<file path="src/rtl/dnn_infer_ctrl_pkg.sv">
// dnn_infer_ctrl shared types and constants.
// States, class count and error digit for the inference sequencer.
package dnn_ctrl_pkg;

  localparam int         N_CLASSES_C = 10;
  localparam logic [3:0] ERR_DIGIT_C = 4'hF;

  typedef enum logic [2:0] {
    IDLE,
    LOAD,
    START,
    RUN,
    ARGMAX,
    RESULT
  } ctrl_state_t;

endpackage

</file>
<file path="src/rtl/dnn_infer_ctrl_if.sv">
// dnn_infer_ctrl host-side bundle.
// Pixel stream in, classified digit out.
interface dnn_infer_ctrl_if #(
  parameter int DATA_WIDTH = 12
);
  logic                         pix_valid;
  logic                         pix_ready;
  logic        [DATA_WIDTH-1:0] pix_data;
  logic                         res_valid;
  logic                         res_ready;
  logic        [3:0]            res_digit;
  logic signed [DATA_WIDTH-1:0] res_score;
  logic                         res_err;

  modport master (
    output pix_valid, pix_data, res_ready,
    input  pix_ready, res_valid, res_digit,
    input  res_score, res_err
  );

  modport slave (
    input  pix_valid, pix_data, res_ready,
    output pix_ready, res_valid, res_digit,
    output res_score, res_err
  );
endinterface

</file>
<file path="src/rtl/dnn_infer_ctrl_argmax.sv">
// dnn_argmax_seq: one class per cycle argmax.
// Strict signed greater-than, so ties keep the lowest index.
module dnn_argmax_seq #(
  parameter int DATA_WIDTH = 12,
  parameter int N_CLASSES  = 10
) (
  input  logic                         clk,
  input  logic                         rst,
  input  logic                         start,
  input  logic signed [DATA_WIDTH-1:0] vals [N_CLASSES],
  output logic                         done,
  output logic        [3:0]            idx,
  output logic signed [DATA_WIDTH-1:0] val
);
  logic [3:0] cnt_q, cnt_d;
  logic       run_q, run_d;
  logic [3:0] idx_q, idx_d;
  logic signed [DATA_WIDTH-1:0] val_q, val_d;
  logic signed [DATA_WIDTH-1:0] cur;

  // scan index and running best
  always_comb begin
    cnt_d = cnt_q;
    run_d = run_q;
    idx_d = idx_q;
    val_d = val_q;
    cur   = vals[cnt_q];
    done  = run_q && (cnt_q == 4'(N_CLASSES - 1));
    if (start) begin
      run_d = 1'b1;
      cnt_d = '0;
    end else if (run_q) begin
      if ((cnt_q == '0) || (cur > val_q)) begin
        idx_d = cnt_q;
        val_d = cur;
      end
      if (done) run_d = 1'b0;
      else      cnt_d = cnt_q + 4'd1;
    end
  end

  // scan state registers
  always_ff @(posedge clk or negedge rst) begin
    if (!rst) begin
      cnt_q <= '0;
      run_q <= 1'b0;
      idx_q <= '0;
      val_q <= '0;
    end else begin
      cnt_q <= cnt_d;
      run_q <= run_d;
      idx_q <= idx_d;
      val_q <= val_d;
    end
  end

  assign idx = idx_q;
  assign val = val_q;
endmodule

</file>
<file path="src/rtl/dnn_infer_ctrl.sv">
// dnn_infer_ctrl: pixel loader, engine sequencer, argmax result.
// Optional RUN watchdog: DNN_INFER_CTRL_TIMEOUT_EN.
module dnn_infer_ctrl #(
  parameter int              DATA_WIDTH     = 12,
  parameter int              ADDR_WIDTH     = 16,
  parameter [ADDR_WIDTH-1:0] ADDR_BASE_A    = '0,
  parameter int              IMG_WORDS      = 400,
  parameter int              N_CLASSES      = dnn_ctrl_pkg::N_CLASSES_C,
  parameter int              TIMEOUT_CYCLES = 65535
) (
  input  logic                         clk,
  input  logic                         rst,
  dnn_infer_ctrl_if.slave              io,
  output logic                         mem_we,
  output logic        [DATA_WIDTH-1:0] mem_wdata,
  output logic        [ADDR_WIDTH-1:0] mem_addr,
  input  logic        [ADDR_WIDTH-1:0] dnn_mem_addr,
  output logic                         dnn_start,
  output logic                         dnn_reset,
  input  logic                         dnn_done,
  input  logic signed [DATA_WIDTH-1:0] dnn_out [N_CLASSES],
  output logic                         busy
);
  import dnn_ctrl_pkg::*;

  localparam int CW = $clog2(IMG_WORDS + 1);

  ctrl_state_t state_q, state_d;
  logic [CW-1:0] cnt_q, cnt_d;
  logic [ADDR_WIDTH-1:0] ldr_q, ldr_d, ldr_addr;
  logic alive_q;
  logic signed [DATA_WIDTH-1:0] cap_q [N_CLASSES];
  logic signed [DATA_WIDTH-1:0] cap_d [N_CLASSES];
  logic accept, eng_on, res_on;
  logic am_start, am_done;
  logic [3:0] am_idx;
  logic signed [DATA_WIDTH-1:0] am_val;
  logic err;
`ifdef DNN_INFER_CTRL_TIMEOUT_EN
  logic [31:0] wd_q, wd_d;
  logic err_q, err_d;
  assign err = err_q;
`else
  assign err = 1'b0;
`endif

  // loader port, address mux and result payload
  always_comb begin
    eng_on = (state_q == START) || (state_q == RUN) ||
             (state_q == ARGMAX);
    res_on = (state_q == RESULT);
    io.pix_ready = alive_q &&
                   ((state_q == IDLE) || (state_q == LOAD));
    accept    = io.pix_valid && io.pix_ready;
    ldr_addr  = ADDR_BASE_A + ADDR_WIDTH'(cnt_q);
    ldr_d     = accept ? ldr_addr : ldr_q;
    mem_we    = accept;
    mem_wdata = accept ? io.pix_data : '0;
    if (eng_on)      mem_addr = dnn_mem_addr;
    else if (accept) mem_addr = ldr_addr;
    else             mem_addr = ldr_q;
    dnn_reset = accept && (state_q == IDLE);
    dnn_start = (state_q == START);
    busy      = (state_q != IDLE);
    io.res_valid = res_on;
    io.res_err   = res_on && err;
    io.res_digit = '0;
    io.res_score = '0;
    if (res_on) begin
      io.res_digit = err ? ERR_DIGIT_C : am_idx;
      io.res_score = err ? '0 : am_val;
    end
  end

  // sequencer next state, pixel count, output capture
  always_comb begin
    state_d  = state_q;
    cnt_d    = cnt_q;
    cap_d    = cap_q;
    am_start = 1'b0;
`ifdef DNN_INFER_CTRL_TIMEOUT_EN
    wd_d  = '0;
    err_d = err_q;
`endif
    unique case (state_q)
      IDLE: if (accept) begin
        if (IMG_WORDS == 1) begin
          state_d = START;
        end else begin
          state_d = LOAD;
          cnt_d   = CW'(1);
        end
      end
      LOAD: if (accept) begin
        if (cnt_q == CW'(IMG_WORDS - 1)) begin
          state_d = START;
          cnt_d   = '0;
        end else begin
          cnt_d = cnt_q + CW'(1);
        end
      end
      START: state_d = RUN;
      RUN: begin
`ifdef DNN_INFER_CTRL_TIMEOUT_EN
        wd_d = wd_q + 32'd1;
`endif
        if (dnn_done) begin
          cap_d    = dnn_out;
          am_start = 1'b1;
          state_d  = ARGMAX;
`ifdef DNN_INFER_CTRL_TIMEOUT_EN
          err_d = 1'b0;
        end else if (wd_q == 32'(TIMEOUT_CYCLES - 1)) begin
          err_d   = 1'b1;
          state_d = RESULT;
`endif
        end
      end
      ARGMAX: if (am_done) state_d = RESULT;
      RESULT: if (io.res_ready) begin
        state_d = IDLE;
`ifdef DNN_INFER_CTRL_TIMEOUT_EN
        err_d = 1'b0;
`endif
      end
      default: state_d = IDLE;
    endcase
  end

  // sequencer registers
  always_ff @(posedge clk or negedge rst) begin
    if (!rst) begin
      state_q <= IDLE;
      cnt_q   <= '0;
      ldr_q   <= '0;
      alive_q <= 1'b0;
      for (int i = 0; i < N_CLASSES; i++) cap_q[i] <= '0;
`ifdef DNN_INFER_CTRL_TIMEOUT_EN
      wd_q  <= '0;
      err_q <= 1'b0;
`endif
    end else begin
      state_q <= state_d;
      cnt_q   <= cnt_d;
      ldr_q   <= ldr_d;
      alive_q <= 1'b1;
      cap_q   <= cap_d;
`ifdef DNN_INFER_CTRL_TIMEOUT_EN
      wd_q  <= wd_d;
      err_q <= err_d;
`endif
    end
  end

  dnn_argmax_seq #(
    .DATA_WIDTH (DATA_WIDTH),
    .N_CLASSES  (N_CLASSES)
  ) u_argmax (
    .clk   (clk),
    .rst   (rst),
    .start (am_start),
    .vals  (cap_q),
    .done  (am_done),
    .idx   (am_idx),
    .val   (am_val)
  );
endmodule

</file>
<file path="src/flat_wrapper.sv">
// flat-port wrapper written by rule: the top's interface ports become plain ports
module dnn_infer_ctrl_flat import dnn_ctrl_pkg::*;
#(
  parameter int              DATA_WIDTH     = 12,
  parameter int              ADDR_WIDTH     = 16,
  parameter [ADDR_WIDTH-1:0] ADDR_BASE_A    = '0,
  parameter int              IMG_WORDS      = 400,
  parameter int              N_CLASSES      = dnn_ctrl_pkg::N_CLASSES_C,
  parameter int              TIMEOUT_CYCLES = 65535
)
  (clk, rst, mem_we, mem_wdata, mem_addr, dnn_mem_addr, dnn_start, dnn_reset, dnn_done, dnn_out, busy, io_pix_valid, io_pix_data, io_res_ready, io_pix_ready, io_res_valid, io_res_digit, io_res_score, io_res_err);
  dnn_infer_ctrl_if #(.DATA_WIDTH(DATA_WIDTH)) io_i ();
  input  logic clk;
  input  logic rst;
  output logic mem_we;
  output logic        [DATA_WIDTH-1:0] mem_wdata;
  output logic        [ADDR_WIDTH-1:0] mem_addr;
  input  logic        [ADDR_WIDTH-1:0] dnn_mem_addr;
  output logic dnn_start;
  output logic dnn_reset;
  input  logic dnn_done;
  input  logic signed [DATA_WIDTH-1:0] dnn_out[N_CLASSES];
  output logic busy;
  input wire logic [$bits(io_i.pix_valid)-1:0] io_pix_valid;
  input wire logic [$bits(io_i.pix_data)-1:0] io_pix_data;
  input wire logic [$bits(io_i.res_ready)-1:0] io_res_ready;
  output wire logic [$bits(io_i.pix_ready)-1:0] io_pix_ready;
  output wire logic [$bits(io_i.res_valid)-1:0] io_res_valid;
  output wire logic [$bits(io_i.res_digit)-1:0] io_res_digit;
  output wire logic [$bits(io_i.res_score)-1:0] io_res_score;
  output wire logic [$bits(io_i.res_err)-1:0] io_res_err;
  assign io_i.pix_valid = io_pix_valid;
  assign io_i.pix_data = io_pix_data;
  assign io_i.res_ready = io_res_ready;
  assign io_pix_ready = io_i.pix_ready;
  assign io_res_valid = io_i.res_valid;
  assign io_res_digit = io_i.res_digit;
  assign io_res_score = io_i.res_score;
  assign io_res_err = io_i.res_err;
  dnn_infer_ctrl #(.DATA_WIDTH(DATA_WIDTH), .ADDR_WIDTH(ADDR_WIDTH), .ADDR_BASE_A(ADDR_BASE_A), .IMG_WORDS(IMG_WORDS), .N_CLASSES(N_CLASSES), .TIMEOUT_CYCLES(TIMEOUT_CYCLES)) u_core (.clk(clk), .rst(rst), .io(io_i), .mem_we(mem_we), .mem_wdata(mem_wdata), .mem_addr(mem_addr), .dnn_mem_addr(dnn_mem_addr), .dnn_start(dnn_start), .dnn_reset(dnn_reset), .dnn_done(dnn_done), .dnn_out(dnn_out), .busy(busy));
endmodule
</file>
<file path="config.mk">
export PLATFORM = sky130hd
export DESIGN_NAME = dnn_infer_ctrl_flat
export DESIGN_NICKNAME = d
export VERILOG_FILES = /design/src/rtl/dnn_infer_ctrl_pkg.sv /design/src/rtl/dnn_infer_ctrl_if.sv /design/src/rtl/dnn_infer_ctrl_argmax.sv /design/src/rtl/dnn_infer_ctrl.sv /design/src/flat_wrapper.sv
export SDC_FILE = /design/constraint.sdc
export NUM_CORES = 1
export LEC_CHECK = 0
export CAP_MARGIN = 5
export CORE_ASPECT_RATIO = 1.75
export CORE_MARGIN = 3
export CORE_UTILIZATION = 51
export DETAILED_ROUTE_END_ITERATION = 10
export GPL_ROUTABILITY_DRIVEN = 0
export PLACE_DENSITY = 0.8
export SLEW_MARGIN = 15
export SYNTH_ARGS = -nofsm -noshare
export SYNTH_HDL_FRONTEND = slang
export SYNTH_HIERARCHICAL = 1
export SYNTH_SLANG_ARGS = --single-unit
export TNS_END_PERCENT = 10
</file>
<file path="constraint.sdc">
create_clock -name clk -period 3.45 [get_ports clk]
set_input_delay 0.69 -clock clk [delete_from_list [all_inputs] [get_ports clk]]
set_output_delay 0.69 -clock clk [all_outputs]
set_load 0.01 [all_outputs]
</file>
**After elaboration in Yosys (flattened, before gate mapping)**

Cells that the tools add are included.

- Register bits: 170
- Bits in latches: 0
- RAM bits: 0
- Memory bits (read-only): 0
- Bits of input ports: 153
- Output and inout bits: 51
- Logic and storage cells: 83
- Memories kept: 0

- Add/subtract/negate cells: 2
- Multipliers: 0
- Divide/modulo/power cells: 0
- Magnitude comparators: 2
- Equal/unequal tests: 14
- Shifts and indexed selects: 0
- Muxes and demuxes: 27
- Bitwise operators: 2
- Reduce and logical (&&, ||, !) cells: 18

Operator list:

| kind | number |
|---|---|
| $bmux 12 s4 | 1 |
| $mux 12 | 4 |
| $mux 16 | 2 |
| $mux 9 | 3 |
| $mux 3 | 6 |
| $pmux 3 s6 | 1 |
| $pmux 9 s2 | 1 |
| $mux 4 | 4 |
| $gt 12x12->1 | 1 |
| $ne 2x2->1 const B | 5 |
| $add 9x1->9 const B | 1 |
| $eq 9x9->1 const B | 1 |
| $eq 3x2->1 const B | 2 |
| $eq 3x3->1 const B | 2 |
| $reduce_and 3->1 | 2 |
| $reduce_and 6->1 | 1 |
| $ge 5x5->1 const B | 1 |
| $mux 1 | 5 |
| $not 4->5 | 1 |
| $add 4x1->4 const B | 1 |
| $eq 4x4->1 const B | 1 |
| $logic_and 1x1->1 | 4 |
| $logic_not 4->1 | 1 |
| $logic_or 1x1->1 | 4 |
| other kinds (7) | 10 |

**Logic depth before layout (Yosys ltp)**

Gate-level depths: netlist of run 1.

- Depth in word-level cells: 7
- Gate-level depth with buffers: 12

**By module**

Netlist of run 1, hierarchy kept.

Modules (own cells, without submodules):

| module | instances | cells each | area an instance (um^2) |
|---|---|---|---|
| dnn_infer_ctrl | 1 | 705 | 6259.8 |
| dnn_argmax_seq | 1 | 252 | 2570.0 |

**Worst setup path before layout of run 1**

No wires, ideal clock.

- Path kind: reg2reg
- From: register u_core.u_argmax.cnt_q[0]
- To: register u_core.u_argmax.idx_q[2], in the netlist u_core/u_argmax/idx[2]
- Setup time: 79 ps
- Arrival: 2890 ps
- Data required time: 3371 ps
- Setup slack: 481 ps
- Cell stages (with the launch flop): 12
- Buffers on the path: 2
- Cell sequence: dfrtp_1 > buf_6 > mux4_2 > a22oi_2 > nand2_1 > ha_1 > nor2b_1 > o211a_1 > o21a_2 > o211ai_2 > buf_4 > mux2i_1

- Longest elaborated chain between the ends: 7

RTL lines:

| what | RTL line | RTL |
|---|---|---|
| start: declaration | dnn_infer_ctrl_argmax.sv:15 | `logic [3:0] cnt_q, cnt_d;` |
| start signal: assignment | dnn_infer_ctrl_argmax.sv:50 | `cnt_q <= cnt_d;` |
| $not 4->5 (implied by the code) | dnn_infer_ctrl_argmax.sv:27 | `cur = vals[cnt_q];` |
| $bmux 12 s4 | dnn_infer_ctrl_argmax.sv:27 |  |
| $mux 12 (implied by the code) (2 in series) | dnn_infer_ctrl_argmax.sv:27 |  |
| via u_core.u_argmax.cur[1] | dnn_infer_ctrl_argmax.sv:19 | `logic signed [DATA_WIDTH-1:0] cur;` |
| $gt 12x12->1 | dnn_infer_ctrl_argmax.sv:33 | `if ((cnt_q == '0) \|\| (cur > val_q)) begin` |
| $logic_or 1x1->1 | dnn_infer_ctrl_argmax.sv:33 |  |
| $reduce_and 3->1 (no line) | n/a |  |
| end signal: assignment | dnn_infer_ctrl_argmax.sv:52 | `idx_q <= idx_d;` |
| end: declaration | dnn_infer_ctrl_argmax.sv:17 | `logic [3:0] idx_q, idx_d;` |

The timed path passes the listed nets, and every way through them passes these cells. The select of a mux whose other input is x is not followed.
A chain may end at the register's enable or synchronous reset.

**Final worst setup path of run 1**

- From: register u_core.u_argmax.cnt_q[0]
- To: register u_core.u_argmax.val_q[5], in the netlist u_core/u_argmax/val[5]

- Longest elaborated chain between the ends: 7

RTL lines:

| what | RTL line | RTL |
|---|---|---|
| $not 4->5 (implied by the code) | dnn_infer_ctrl_argmax.sv:27 |  |
| $bmux 12 s4 | dnn_infer_ctrl_argmax.sv:27 |  |
| $mux 12 (implied by the code) (2 in series) | dnn_infer_ctrl_argmax.sv:27 |  |
| via u_core.u_argmax.cur[9] | dnn_infer_ctrl_argmax.sv:19 |  |
| $gt 12x12->1 | dnn_infer_ctrl_argmax.sv:33 |  |
| $logic_or 1x1->1 | dnn_infer_ctrl_argmax.sv:33 |  |
| $reduce_and 3->1 (no line) | n/a |  |
| end signal: assignment | dnn_infer_ctrl_argmax.sv:53 | `val_q <= val_d;` |
| end: declaration | dnn_infer_ctrl_argmax.sv:18 | `logic signed [DATA_WIDTH-1:0] val_q, val_d;` |

The timed path passes the listed nets, and every way through them passes these cells. The select of a mux whose other input is x is not followed.

==> impl_metrics.yaml, run 1 <==
outcome:
  status: "finished, final reports clean"
cells_and_area:
  final_cell_area_mm2: 0.0118
  layout.cells.non_filler: 1394
  fill_cells: 1316
  nNetsFinal: 1321
  mostFrequentLayoutCells: "429 x nand2_1, 201 x clkdlybuf4s50_1, 169 x dfrtp_1"
  syn_to_final_growth_pct: 33.6
  final_common_cell: "nand2_1"
  drive_above_1_share_pct: 12.6
timing:
  period_share_pct: 93.9
  drv_slew: 0
  rsz0062_at_grt: "no"
  relSlewSlack_pct: 58.1
  max_freq_mhz: 309
  timing.hold.ws_ps: 225
  hold_viol_final: 0
  setup_viol: 0
  fin_ws_ps: 212
  finalSetupTns_ps: 0
  fin_worst_skew_ps: 14.0
  fin_crit_ps: 3240
  tightest_slew_ps: 629
yosys:
  syn_nets: 1126
  async_flop_share_pct: 100
  ys_seq_area_share_pct: 48.2
  ys_warn_count: 6
  synth-seq-cells: 170
  synth.distinct_cells: 56
  synth_area_per_cell_um2: 9.23
  synth_edf_count: 0
  synth_top_flop_cell: "dfrtp_1"
  synth_top_area_share_pct: 48.2
  syn-cell-area_mm2: 0.00883
  yosysTopAreaCell: "dfrtp_1"
  ys_top_cells_by_area: "dfrtp_1 48%, nand2_1 18%, mux4_2 5.6%, mux2_2 3.6%, ha_1 2.3%"
  synth_cells: 957
routing:
  dr_total_vias: 7603
  firstDrtPassIters: 5
  drtIter0Drc: 476
  wire_per_inst_um: 17.7
  routed_wl_um: 24700
  final_antenna_net_count: 0
  viasPerCell: 5.45
  drc: 0
place:
  dp.cells: 1354
  dp_hpwl_um: 18100
  post-place-ws_ps: 146
  portBuffers: 202
  placed_cell_area_mm2: 0.0111
setup_path:
  cp-start-kind: "flop"
  worstPathRequired_ps: 3740
  end_kind: "flop"
  critical_path_class: "reg -> reg"
  worstPathMaxFanout: 12
  cp.arrival_ps: 3520
  r2r_cells: 12
global_route:
  grt_overflow: 0
  antenna_found_initial: 2
  grt_max_degree: 125
  grt_pass1_wl_um: 39200
  gr-usage-all-layers_pct: 26.1
  grt_pass1_vias: 7673
power:
  p_per_area_mw_per_mm2: 394
  leakage_nw: 5.93
  ir_drop_uv: 277
floorplanning:
  die_x_um: 105
  die_height_um: 180
  pin_count: 204
  dieArea_mm2: 0.0190
  num_rows: 63
  initial_core_util_pct: 52.1
  core-area_mm2: 0.0169
clock_network:
  ctsRootBufferMaster: "clkbuf_16"
  cts_tree: "yes"
  path_clk_slew_ps: 80
  clock_latency_ps: 430
  cts_made_buffers: 17
  clock_path_buffers: 2
  cts_max_level: 4
  clock-sinks: 170
run:
  maxCapViolations: 0
worst_hold_path:
  hp-class: "in -> async"
[critical path, cell delays in order, from the launching register on]
cell and delay [ps]:
dfrtp_2 390, buf_12 120, buf_12 150, mux4_2 530
a22oi_2 260, nand2_1 100, ha_1 310, nand4_2 140
o221a_2 320, and2_1 250, buf_4 210, a211oi_1 260
a311oi_1 70
[power by group]
group	internal, mW	switching, mW	total [mW]
clock	1.04	0.895	1.93
sequential	2.05	0.0545	2.11
combinational	0.341	0.265	0.606
[flip-flops by register name (all words and copies together) (netlist names)]
register               count
u_core/alive_q             1
u_core/ldr_q              16
u_core/u_argmax/cnt_q      4
u_core/cap_q             120
u_core/u_argmax/idx        4
u_core/u_argmax/run_q      1
u_core/state_q             3
u_core/cnt_q               9
u_core/u_argmax/val       12
[Yosys cell counts (6+ instances only)]
library cell	count
a211oi_1	7
a21oi_1	6
a22oi_2	11
a311oi_1	11
and2_1	23
and3_1	30
buf_2	26
buf_4	6
clkbuf_1	19
dfrtp_1	170
ha_1	16
inv_1	24
mux2_2	28
mux4_2	22
nand2_1	429
nand3_1	17
nand4_1	6
nor2_1	14
nor2b_1	7
o21ai_0	10
[kinds of logic (layout without fill, tap and decap cells)]
| logic type | Yosys count | count (layout) | share of synthesized area [%] |
|---|---|---|---|
| AOI/OAI and AO/OA | 80 | 80 | 8.12 |
| xor gates and xnor gates | 3 | 3 | 0.298 |
| adders and majority gates | 16 | 16 | 2.27 |
| buffers and inverters | 85 | 293 | 4.66 |
| DFF | 170 | 170 | 48.2 |
| muxes | 57 | 57 | 10.3 |
| other | 2 | 4 | 0.0851 |
| and+or+nand+nor | 544 | 544 | 26.0 |
[per-stage QoR]
step	total power, mW	util [%]
CTS	4.67	69.1
global placement	2.74	65.6
finish	4.65	69.6
global route	4.81	69.6
detailed placement	2.75	65.6
floorplan	2.37	-
[layout make-up]
type | count | area (um^2) | area share, %
clock inverters | 15 | 173 | 1.46
flip-flops and latches | 170 | 4260 | 36.1
multi-input cells | 702 | 4180 | 35.5
repair buffers | 237 | 2380 | 20.2
diodes | 2 | 5.00 | 0.0424
inverters | 24 | 92.6 | 0.785
clock buffers | 17 | 425 | 3.61
well taps | 227 | 284 | 2.41
[layer usage]
layer / routed length (um) / up-vias / track usage [%]
met1: 8900 / 3642 / 29.7
met4: 1380 / 0 / 14.4
li1: - / 3575 / -
met5: 0 / - / 0
met3: 1320 / 85 / 4.63
met2: 13100 / 301 / 45.9
[final timing paths]
check / from / endpoint / slack, ps
min in group clk: u_core/cap_q[32]$_DFFE_PN0P_ / u_core/cap_q[32]$_DFFE_PN0P_ / 480
setup / recovery: u_core/u_argmax/cnt_q[0]$_DFFE_PN0P_ / u_core/u_argmax/val[5]$_DFFE_PN0P_ / 210
hold / removal: rst / u_core/ldr_q[0]$_DFF_PN0_ / 220
setup reg to reg: u_core/u_argmax/cnt_q[0]$_DFFE_PN0P_ / u_core/u_argmax/val[5]$_DFFE_PN0P_ / 210
max in group asynchronous: rst / u_core/u_argmax/cnt_q[0]$_DFFE_PN0P_ / 2330
hold reg to reg: u_core/cap_q[32]$_DFFE_PN0P_ / u_core/cap_q[32]$_DFFE_PN0P_ / 480
[repair_timing]
action / in CTS / in global routing
endpoints found under the setup margin: 0 / 11
hold buffers: 0 / 0
setup buffers: 0 / 5
resized for setup: 0 / 1
hold endpoints to repair: 0 / 0
Note: power is estimated with default switching activity, not from simulation.
==> run 2, diff against run 1 <==
CAP_MARGIN = 20   (was 5)
CTS_CLUSTER_DIAMETER = 150   (was not set)
==> results of run 2 <==
Final layout, timing and power as in run 1 (identical DEF).
